## config.mk

```make
export PLATFORM = sky130hd
export DESIGN_NAME = product_accumulator_flat
export DESIGN_NICKNAME = d
export VERILOG_FILES = /design/src/rtl/product_accumulator_if.sv /design/src/rtl/product_accumulator.sv /design/src/flat_wrapper.sv
export SDC_FILE = /design/constraint.sdc
export NUM_CORES = 1
export LEC_CHECK = 0
export ABC_CLOCK_PERIOD_IN_PS = 5350
export CAP_MARGIN = 20
export CORE_MARGIN = 3
export CORE_UTILIZATION = 54
export DETAILED_ROUTE_END_ITERATION = 10
export HOLD_SLACK_MARGIN = 0.15
export PLACE_DENSITY = 0.89
export REMOVE_ABC_BUFFERS = 1
export SLEW_MARGIN = 20
export SYNTH_ARGS = -nofsm -noshare
export SYNTH_HDL_FRONTEND = slang
export SYNTH_SLANG_ARGS = --single-unit
```

## constraint.sdc

```tcl
create_clock -name clk -period 5.35 [get_ports clk]
set_clock_uncertainty 0.2 [all_clocks]
set_input_delay 1.605 -clock clk [delete_from_list [all_inputs] [get_ports clk]]
set_output_delay 1.605 -clock clk [all_outputs]
set_load 0.02 [all_outputs]
```

## src/rtl/product_accumulator_if.sv

```systemverilog
// product_accumulator_if
//   Product-in / sum-out handshake bundle for the product accumulator.
//   master : upstream multiplier + downstream consumer side (drives in_valid,
//            product, out_ready; observes in_ready, out_valid, sum, overflow).
//   slave  : the accumulator itself.
interface product_accumulator_if #(
    parameter int ACC_WIDTH = 24
);
    logic                 in_valid;
    logic                 in_ready;
    logic [15:0]          product;
    logic                 out_valid;
    logic                 out_ready;
    logic [ACC_WIDTH-1:0] sum;
    logic                 overflow;

    modport master (
        output in_valid, product, out_ready,
        input  in_ready, out_valid, sum, overflow
    );

    modport slave (
        input  in_valid, product, out_ready,
        output in_ready, out_valid, sum, overflow
    );
endinterface

```

## src/rtl/product_accumulator.sv

```systemverilog
// product_accumulator
//   Sums COUNT unsigned 16-bit products into an ACC_WIDTH-bit register and
//   presents the total over a valid/ready handshake (accumulate half of a MAC).
//   clk   : rising-edge clock
//   rst   : synchronous, active-high reset
//   clear : synchronous abort of any partial accumulation / pending result
//   bus   : product_accumulator_if.slave
//           in_valid/in_ready/product  - product input handshake
//           out_valid/out_ready        - result output handshake
//           sum/overflow               - result, held stable while out_valid
module product_accumulator #(
    parameter int ACC_WIDTH = 24,
    parameter int COUNT     = 8
) (
    input  logic                   clk,
    input  logic                   rst,
    input  logic                   clear,
    product_accumulator_if.slave   bus
);
    localparam int CNT_W = (COUNT > 1) ? $clog2(COUNT) : 1;

    typedef enum logic {ACCUM, DONE} state_e;

    state_e               state_q, state_d;
    logic [CNT_W-1:0]     cnt_q, cnt_d;
    logic [ACC_WIDTH-1:0] acc_q, acc_d;
    logic                 ovf_q, ovf_d;
    logic [ACC_WIDTH-1:0] sum_q, sum_d;
    logic                 overflow_q, overflow_d;

    // One extra bit so the carry out of the accumulator is visible.
    logic [ACC_WIDTH:0]   add_full;

    always_comb begin
        state_d    = state_q;
        cnt_d      = cnt_q;
        acc_d      = acc_q;
        ovf_d      = ovf_q;
        sum_d      = sum_q;
        overflow_d = overflow_q;
        add_full   = {1'b0, acc_q} + (ACC_WIDTH+1)'(bus.product);

        if (clear) begin
            // Abort: the product on the bus this cycle is dropped as well.
            state_d = ACCUM;
            cnt_d   = '0;
            acc_d   = '0;
            ovf_d   = 1'b0;
        end else begin
            case (state_q)
                ACCUM: begin
                    if (bus.in_valid) begin
                        if (cnt_q == '0) begin
                            // First product of a set replaces, not adds.
                            acc_d = ACC_WIDTH'(bus.product);
                            ovf_d = 1'b0;
                        end else begin
                            acc_d = add_full[ACC_WIDTH-1:0];
                            ovf_d = ovf_q | add_full[ACC_WIDTH];
                        end
                        if (cnt_q == CNT_W'(COUNT - 1)) begin
                            sum_d      = acc_d;
                            overflow_d = ovf_d;
                            cnt_d      = '0;
                            state_d    = DONE;
                        end else begin
                            cnt_d = cnt_q + 1'b1;
                        end
                    end
                end
                DONE: begin
                    if (bus.out_ready) state_d = ACCUM;
                end
                default: state_d = ACCUM;
            endcase
        end
    end

    always_ff @(posedge clk) begin
        if (rst) begin
            state_q    <= ACCUM;
            cnt_q      <= '0;
            acc_q      <= '0;
            ovf_q      <= 1'b0;
            sum_q      <= '0;
            overflow_q <= 1'b0;
        end else begin
            state_q    <= state_d;
            cnt_q      <= cnt_d;
            acc_q      <= acc_d;
            ovf_q      <= ovf_d;
            sum_q      <= sum_d;
            overflow_q <= overflow_d;
        end
    end

    // Handshake outputs come from state alone, so there is no
    // combinational path from in_valid or out_ready.
    assign bus.in_ready  = (state_q == ACCUM);
    assign bus.out_valid = (state_q == DONE);
    assign bus.sum       = sum_q;
    assign bus.overflow  = overflow_q;
endmodule

```

## src/flat_wrapper.sv

```systemverilog
// flat-port wrapper written by rule: the top's interface ports become plain ports
module product_accumulator_flat 
#(
    parameter int ACC_WIDTH = 24,
    parameter int COUNT     = 8
)
  (clk, rst, clear, bus_in_valid, bus_product, bus_out_ready, bus_in_ready, bus_out_valid, bus_sum, bus_overflow);
  product_accumulator_if #(.ACC_WIDTH(ACC_WIDTH)) bus_i ();
  input  logic clk;
  input  logic rst;
  input  logic clear;
  input wire logic [$bits(bus_i.in_valid)-1:0] bus_in_valid;
  input wire logic [$bits(bus_i.product)-1:0] bus_product;
  input wire logic [$bits(bus_i.out_ready)-1:0] bus_out_ready;
  output wire logic [$bits(bus_i.in_ready)-1:0] bus_in_ready;
  output wire logic [$bits(bus_i.out_valid)-1:0] bus_out_valid;
  output wire logic [$bits(bus_i.sum)-1:0] bus_sum;
  output wire logic [$bits(bus_i.overflow)-1:0] bus_overflow;
  assign bus_i.in_valid = bus_in_valid;
  assign bus_i.product = bus_product;
  assign bus_i.out_ready = bus_out_ready;
  assign bus_in_ready = bus_i.in_ready;
  assign bus_out_valid = bus_i.out_valid;
  assign bus_sum = bus_i.sum;
  assign bus_overflow = bus_i.overflow;
  product_accumulator #(.ACC_WIDTH(ACC_WIDTH), .COUNT(COUNT)) u_core (.clk(clk), .rst(rst), .clear(clear), .bus(bus_i));
endmodule
```

; ---- After elaboration in Yosys (flattened, before gate mapping)
; Cells that the tools add are included.
; W data, S select, Z words.
[op_classes]
addsub = 2
eq_ne = 1
mux = 7
bitwise_logic = 3
reduce_logical = 4
[op_table]
columns = op, n
row1 = $add A24 B16 Y25, 1
row2 = $mux W24, 1
row3 = $mux W1, 4
row4 = $reduce_and A4 Y1, 1
row5 = $add A3 B1 Y3 const B, 1
row6 = $eq A3 B3 Y1 const B, 1
row7 = $logic_not A3 Y1, 1
row8 = $mux W3, 1
row9 = $not A1 Y1, 2
row10 = $pmux W1 S2, 1
row11 = $reduce_and A2 Y1, 1
row12 = $reduce_or A2 Y1, 1
row13 = $or A1 B1 Y1, 1
[totals]
reg_bits = 54
in_bits = 21
out_inout_bits = 27
word_cells = 23

; ---- Logic depth before layout (Yosys ltp)
; Gate-level depths: netlist (run 1).
[depth]
depth_word = 4
mapped_depth = 10
ltp_nobuf = 10

; ---- Worst setup path before layout (run 1)
; OpenSTA, ideal clock, no wires.
[synth_path]
path_type = in2reg
from = in bus_product[0]
to = reg u_core.acc_q[18]
arrival_time_ns = 3.686
slack_ns = 1.336
cell_stages = 10
cell_sequence = ha_1 inv_1 fa_1 nand2b_1 a211oi_1 o21ai_0 a2111oi_4 o21ai_0 xor2_1 nor2_1
[synth_between]
elab_chain_len = 2
[synth_rtl]
columns = element, line
row1 = from (decl), flat_wrapper.sv:13  ; input wire logic [$bits(bus_i.product)-1:0] bus_product;
row2 = $add A24 B16 Y25, product_accumulator.sv:41  ; add_full = {1'b0, acc_q} + (ACC_WIDTH+1)'(bus.product);
row3 = $mux W24, product_accumulator.sv:53  ; if (cnt_q == '0) begin
row4 = to (signal assigned), product_accumulator.sv:83  ; acc_q <= '0;
row5 = to (signal assigned), product_accumulator.sv:90  ; acc_q <= acc_d;
row6 = to (decl), product_accumulator.sv:26  ; logic [ACC_WIDTH-1:0] acc_q, acc_d;
; Every way passes these cells.
; A chain may end at the register's enable or synchronous reset.

; ---- Worst setup path after layout (run 1)
; Same ends and word-level chain as after synthesis.

==> impl_metrics.py, run 1 <==
metrics = {
    "final_layout": {
        "final_common_cell": "dfxtp_1",
        "final_area_um2": 3800,
        "nets": 483,
        "fin_cells": 515,
        "antenna_cells": 0,
        "layout-drive-gt1-share_pct": 5.64,
        "final_cell_mix": "dfxtp_1, nor2_1, nand2_1",
        "syn_to_final_growth_pct": 18.1,
    },
    "pwr": {
        "power_uw": 826,
        "worst_ir_drop_vdd_mv": 0.185,
        "power.density_nw_per_um2": 218,
        "leakage_uw": 0.00138,
    },
    "worst_setup_path": {
        "crit_slowest_cell": "clkdlybuf4s50_1",
        "end_kind": "flop",
        "crit_chain": "clkdlybuf4s50_1 > ha_1 > inv_1 > fa_1 > nand2b_1 > a211oi_1 > o21ai_0 > a2111oi_4 > o21ai_0 > xor2_1 > nor2_1",
        "reg2reg_slack_ns": 2.18,
        "critPathKind": "in -> reg",
        "cp_top_family": "compound AO/OA/AOI/OAI gates",
        "cp_data_arrival_time_ns": 4.61,
        "cp_max_fo": 4,
        "crit_required_ns": 5.35,
        "max_stage_delay_ns": 0.49,
        "path_buf_inv": 2,
        "startpoint_type": "input pin",
        "cp_common_cell": "o21ai_0",
    },
    "timing": {
        "setup_ws_ns": 0.735,
        "tightest_slew_ns": 0.874,
        "fmax_mhz": 217,
        "setup_tns_ns": 0,
        "period_minus_slack_ns": 4.62,
        "hold_viol_final": 0,
        "setup_violations": 0,
        "slew_viol_final": 0,
        "rsz0062_at_grt": "false",
        "min_period_over_period_pct": 86.3,
        "slew_headroom_pct": 41.7,
    },
    "global_routing": {
        "grt_pass1_vias": 2899,
        "antenna_found_initial": 0,
        "grt_max_degree": 37,
        "grt_overflow": 0,
        "grt_pass1_wl_um": 13000,
        "grt_usage_pct": 22.2,
    },
    "hold_path": {
        "worst_hold_path_type": "reg -> reg",
    },
    "floorplanning": {
        "start_util_pct": 57.0,
        "die_w_um": 83.2,
        "die_h_um": 83.2,
        "core_region_area_um2": 5640,
        "ioPinCount": 48,
        "rows": 27,
        "dieArea_um2": 6910,
    },
    "clocking": {
        "tritoncts": "yes",
        "clock_latency_ns": 0.31,
        "cts_buffer_depth": 2,
        "cts_root_buffer": "clkbuf_8",
        "numCtsBuffers": 5,
        "clock_sinks": 54,
        "path_clk_slew_ns": 0.10,
        "cts-htree-levels": 2,
        "cts_resized": 0,
        "post-cts-setup-buffer-count": 0,
        "holdBufCountCts": 0,
    },
    "routing": {
        "drt-initial-drc-count": 179,
        "via_per_inst": 5.84,
        "ant_nets": 0,
        "routedWlPerCell_um": 14.8,
        "drcViolationCount": 0,
        "via_count": 3006,
        "drt_first_pass_iters": 5,
        "drt-total-wl_um": 7620,
    },
    "place": {
        "placed_area_um2": 3680,
        "dp_hpwl_um": 5620,
        "place_ws_ns": 0.420,
        "dp_cells": 507,
        "globalplace.congestion": 0.878,
        "port_buffers": 47,
    },
    "synth": {
        "ys_async_sr_fraction_pct": 0,
        "syn-cell-area_um2": 3210,
        "synth_top_area_cell": "dfxtp_1",
        "synth.top_cell.area_share_pct": 33.6,
        "yosys_warnings": 0,
        "netlist_instances": 407,
        "yosysUniqueCellTypes": 51,
        "synth_area_leaders": "dfxtp_1, ha_1, nor2_1",
        "synth_edf_count": 0,
        "synthFlopType": "dfxtp_1",
        "synth_seq_area_share_pct": 33.6,
        "syn_avg_cell_area_um2": 7.90,
        "ys_seq_elements": 54,
    },
    "flow_run": {
        "maxCapViolations": 0,
    },
    "status": {
        "status": "finished clean",
    },
}
metrics by stage:
step | hold WS [ns] | util (%)
2_1_floorplan | 0.240 | -
3_3_place_gp | 0.235 | 65.3
3_5_place_dp | 0.240 | 65.3
4_1_cts | 0.255 | 67.3
5_1_grt | 0.266 | 67.3
6_report | 0.251 | 67.3
where the power goes:
part | switching (uW) | internal (uW) | total (uW)
combinational | 81.3 | 54.8 | 136
sequential | 3.49 | 408 | 411
clock | 140 | 139 | 279
total | 225 | 602 | 826
cell usage after synthesis (3+ instances only):
cell and instances:
and2_1 3, o21ai_0 28, nor3_1 9, nand3b_1 3, buf_1 3, a211oi_1 21
nor2_1 54, a31oi_1 9, nand4_1 4, inv_1 8, ha_1 19, nand2_1 50
a21o_1 3, dfxtp_1 54, xor2_1 11, o21ai_1 5, nor2b_1 5, o211ai_1 3
xnor2_1 10, a21oi_1 33, o21a_1 3, mux2i_1 6, nand2b_1 4, clkbuf_1 14
nand3_1 10
per-layer routing:
layer	vias up	share of wire (%)	GRT usage, %
li1	1511	-	-
met1	1397	46	28.6
met2	86	48	37.5
met3	12	4.9	3.77
met4	0	1.3	7.73
met5	-	0	0
logic make-up (layout without fill, tap and decap cells):
group           after synthesis  after routing  share of synthesized area (%)
fa+ha+maj                    20             20                           8.02
compound gates              121            121                           24.2
buf+inv                      32             68                           5.14
simple gates                153            153                           21.4
xor+xnor                     21             21                           5.72
flops                        54             54                           33.6
mux                           6              6                           1.87
layout make-up:
class	instances	area (um2)
tap	72	90.1
multi-input combinational	321	1970
fill	471	1850
clock buffer	5	68.8
timing repair buffer	52	508
sequential	54	1080
inverter	8	30.0
clock inverter	3	45.0
path summary, 6_finish.rpt:
kind                      startpoint            endpoint  cells after the start
setup / recovery      bus_product[0]    u_core.acc_q[18]                     11
setup reg to reg     u_core.acc_q[0]    u_core.acc_q[18]                     10
hold reg to reg   u_core.bus.sum[21]  u_core.bus.sum[21]                      2
hold / removal    u_core.bus.sum[21]  u_core.bus.sum[21]                      2
worst reg2reg max path, delay by kind of cell, from the launching register on:
family,cells,cell delay (ns)
AND/OR/NAND/NOR,2,0.23
XOR/XNOR,1,0.18
AO/OA/AOI/OAI,4,1.45
flip-flops,1,0.34
buffers and inverters,1,0.07
adder cells (fa/ha/maj),2,0.59
sequential cells by signal, summed over array words and instances, names as in the netlist:
| signal | count |
|---|---|
| u_core.bus.sum | 24 |
| u_core.ovf_q | 1 |
| u_core.acc_q | 24 |
| u_core.bus.overflow | 1 |
| u_core.cnt_q | 3 |
| u_core.bus.out_valid | 1 |
No activity file was read; power rests on OpenSTA's default activity.
==> inputs of run 2 (changes only) <==
CORE_ASPECT_RATIO = 1.4   (was default)
==> run 2 against run 1 <==
Combinational power about the same. Global-route usage increased by 1.2 points. Hold slack got worse by 0.0040 ns. Critical path type unchanged. Largest power group unchanged.
==> impl_metrics.py, run 2 (synthesis gave the netlist of run 1 again) <==
metrics = {
    "final_layout": {
        "nets": 482,
        "antenna_cells": 0,
        "final_common_cell": "dfxtp_1",
        "syn_to_final_growth_pct": 16.8,
        "fill_cells": 491,
        "final_cell_mix": "dfxtp_1, nor2_1, nand2_1",
        "layout-drive-gt1-share_pct": 5.22,
    },
    "routing": {
        "routedWlPerCell_um": 15.7,
        "drcViolationCount": 0,
        "drt-initial-drc-count": 199,
        "via_count": 3068,
        "drt-total-wl_um": 8000,
        "via_per_inst": 6.03,
        "drt_first_pass_iters": 5,
        "ant_nets": 0,
    },
    "clocking": {
        "path_clk_slew_ns": 0.10,
        "cts_buffer_depth": 2,
        "post-cts-setup-buffer-count": 0,
        "clock_latency_ns": 0.31,
        "numCtsBuffers": 5,
        "cts-htree-levels": 2,
        "holdBufCountCts": 0,
        "cts_resized": 0,
        "clock_sinks": 54,
        "cts_root_buffer": "clkbuf_8",
        "tritoncts": "yes",
    },
    "global_routing": {
        "use_met2_pct": 42.6,
        "grt_usage_pct": 23.4,
        "grt_overflow": 0,
        "grt_util_met3_pct": 3.21,
        "antenna_found_initial": 0,
        "grtUsageMet1_pct": 27.0,
        "busiest_layer": "met2",
        "grt_pass1_wl_um": 13500,
        "grt_max_degree": 37,
        "grt_pass1_vias": 3034,
    },
    "floorplanning": {
        "core_region_area_um2": 5650,
        "rows": 32,
        "start_util_pct": 56.9,
        "die_w_um": 71.2,
        "ioPinCount": 48,
        "die_h_um": 97.3,
        "dieArea_um2": 6930,
    },
    "worst_setup_path": {
        "max_stage_delay_ns": 0.49,
        "cp_max_fo": 4,
        "cp-startpoint": "bus_product[0]",
        "crit_required_ns": 5.39,
        "critPathKind": "in -> reg",
        "startpoint_type": "input pin",
        "end_kind": "flop",
        "reg2reg_depth": 10,
        "cp_common_cell": "o21ai_0",
        "reg2reg_from": "u_core.acc_q[0]",
        "cp_data_arrival_time_ns": 4.68,
        "r2r-end": "u_core.bus.sum[22]",
        "crit_chain": "clkdlybuf4s50_1 > ha_1 > inv_1 > fa_1 > nand2b_1 > a211oi_1 > o21ai_0 > a2111oi_4 > o21ai_1 > xor2_1 > o21ai_0",
        "reg2reg_slack_ns": 2.15,
        "crit_slowest_cell": "clkdlybuf4s50_1",
        "critical_path.endpoint": "u_core.bus.sum[22]",
    },
    "pwr": {
        "power.density_nw_per_um2": 207,
        "leakage_uw": 0.00136,
        "worst_ir_drop_vdd_mv": 0.163,
        "power_uw": 775,
    },
    "timing": {
        "tightest_slew_ns": 0.940,
        "slew_viol_final": 0,
        "hold_viol_final": 0,
        "setup_tns_ns": 0,
        "rsz0062_at_grt": "false",
        "period_minus_slack_ns": 4.64,
        "setup_ws_ns": 0.706,
        "fmax_mhz": 215,
        "min_period_over_period_pct": 86.8,
        "slew_headroom_pct": 37.3,
        "setup_violations": 0,
    },
    "hold_path": {
        "worst_hold_path_type": "reg -> reg",
    },
    "status": {
        "status": "finished clean",
    },
    "place": {
        "globalplace.congestion": 0.872,
        "place_ws_ns": 0.424,
        "dp_hpwl_um": 5920,
        "port_buffers": 47,
    },
    "flow_run": {
        "maxCapViolations": 0,
    },
}
==> run 2: cell count changes in the layout (fill, tap and decap cells not counted) <==
cell,before,now
buf_4,5,4
bufinv_16,1,0
==> run 2: metrics by stage <==
stage	area [um2]	utilization [%]	std cells	hold WS, ns
floorplan	3080	-	383	0.240
global placement	3670	65.0	502	0.231
detailed placement	3670	65.0	502	0.236
CTS	3750	66.5	509	0.251
global route	3750	66.5	509	0.288
finish	3750	66.5	509	0.247
==> run 2: report_power, final <==
group	switching (uW)	leakage (uW)	total (uW)	internal, uW
combinational	82.5	0.000890	137	54.7
sequential	3.68	0.000437	411	408
clock	137	0.0000362	227	89.8
==> run 2: worst min path at each step <==
stage	startpoint	to	slack, ns	cells past startpoint
after global placement	u_core.bus.sum[21]	u_core.bus.sum[21]	0.23	2
after detailed placement	u_core.bus.sum[21]	u_core.bus.sum[21]	0.24	2
after floorplan	u_core.ovf_q	u_core.ovf_q	0.24	2
after global routing	u_core.bus.sum[19]	u_core.bus.sum[19]	0.29	2
final	u_core.bus.sum[21]	u_core.bus.sum[21]	0.25	2
after CTS	u_core.bus.sum[21]	u_core.bus.sum[21]	0.25	2
==> run 2: cell type report <==
class,instances,area [um2],area share (%)
timing repair buffer,51,500,13.3
tap,68,85.1,2.27
clock buffer,5,68.8,1.83
multi-input combinational,321,1970,52.6
inverter,8,30.0,0.800
clock inverter,2,15.0,0.400
sequential,54,1080,28.8
==> run 2: per-layer routing <==
| layer | vias to the layer above | wire length [um] |
|---|---|---|
| li1 | 1505 | - |
| met1 | 1440 | 3220 |
| met2 | 98 | 4230 |
| met3 | 25 | 351 |
| met4 | 0 | 197 |
| met5 | - | 0 |
==> run 2: worst max-delay path: cells and delay by family <==
kind | cells | cell delay (ns)
xor gates and xnor gates | 1 | 0.15
AOI/OAI and AO/OA | 5 | 1.56
and+or+nand+nor | 1 | 0.19
buffers and inverters | 2 | 0.57
adders and majority gates | 2 | 0.61
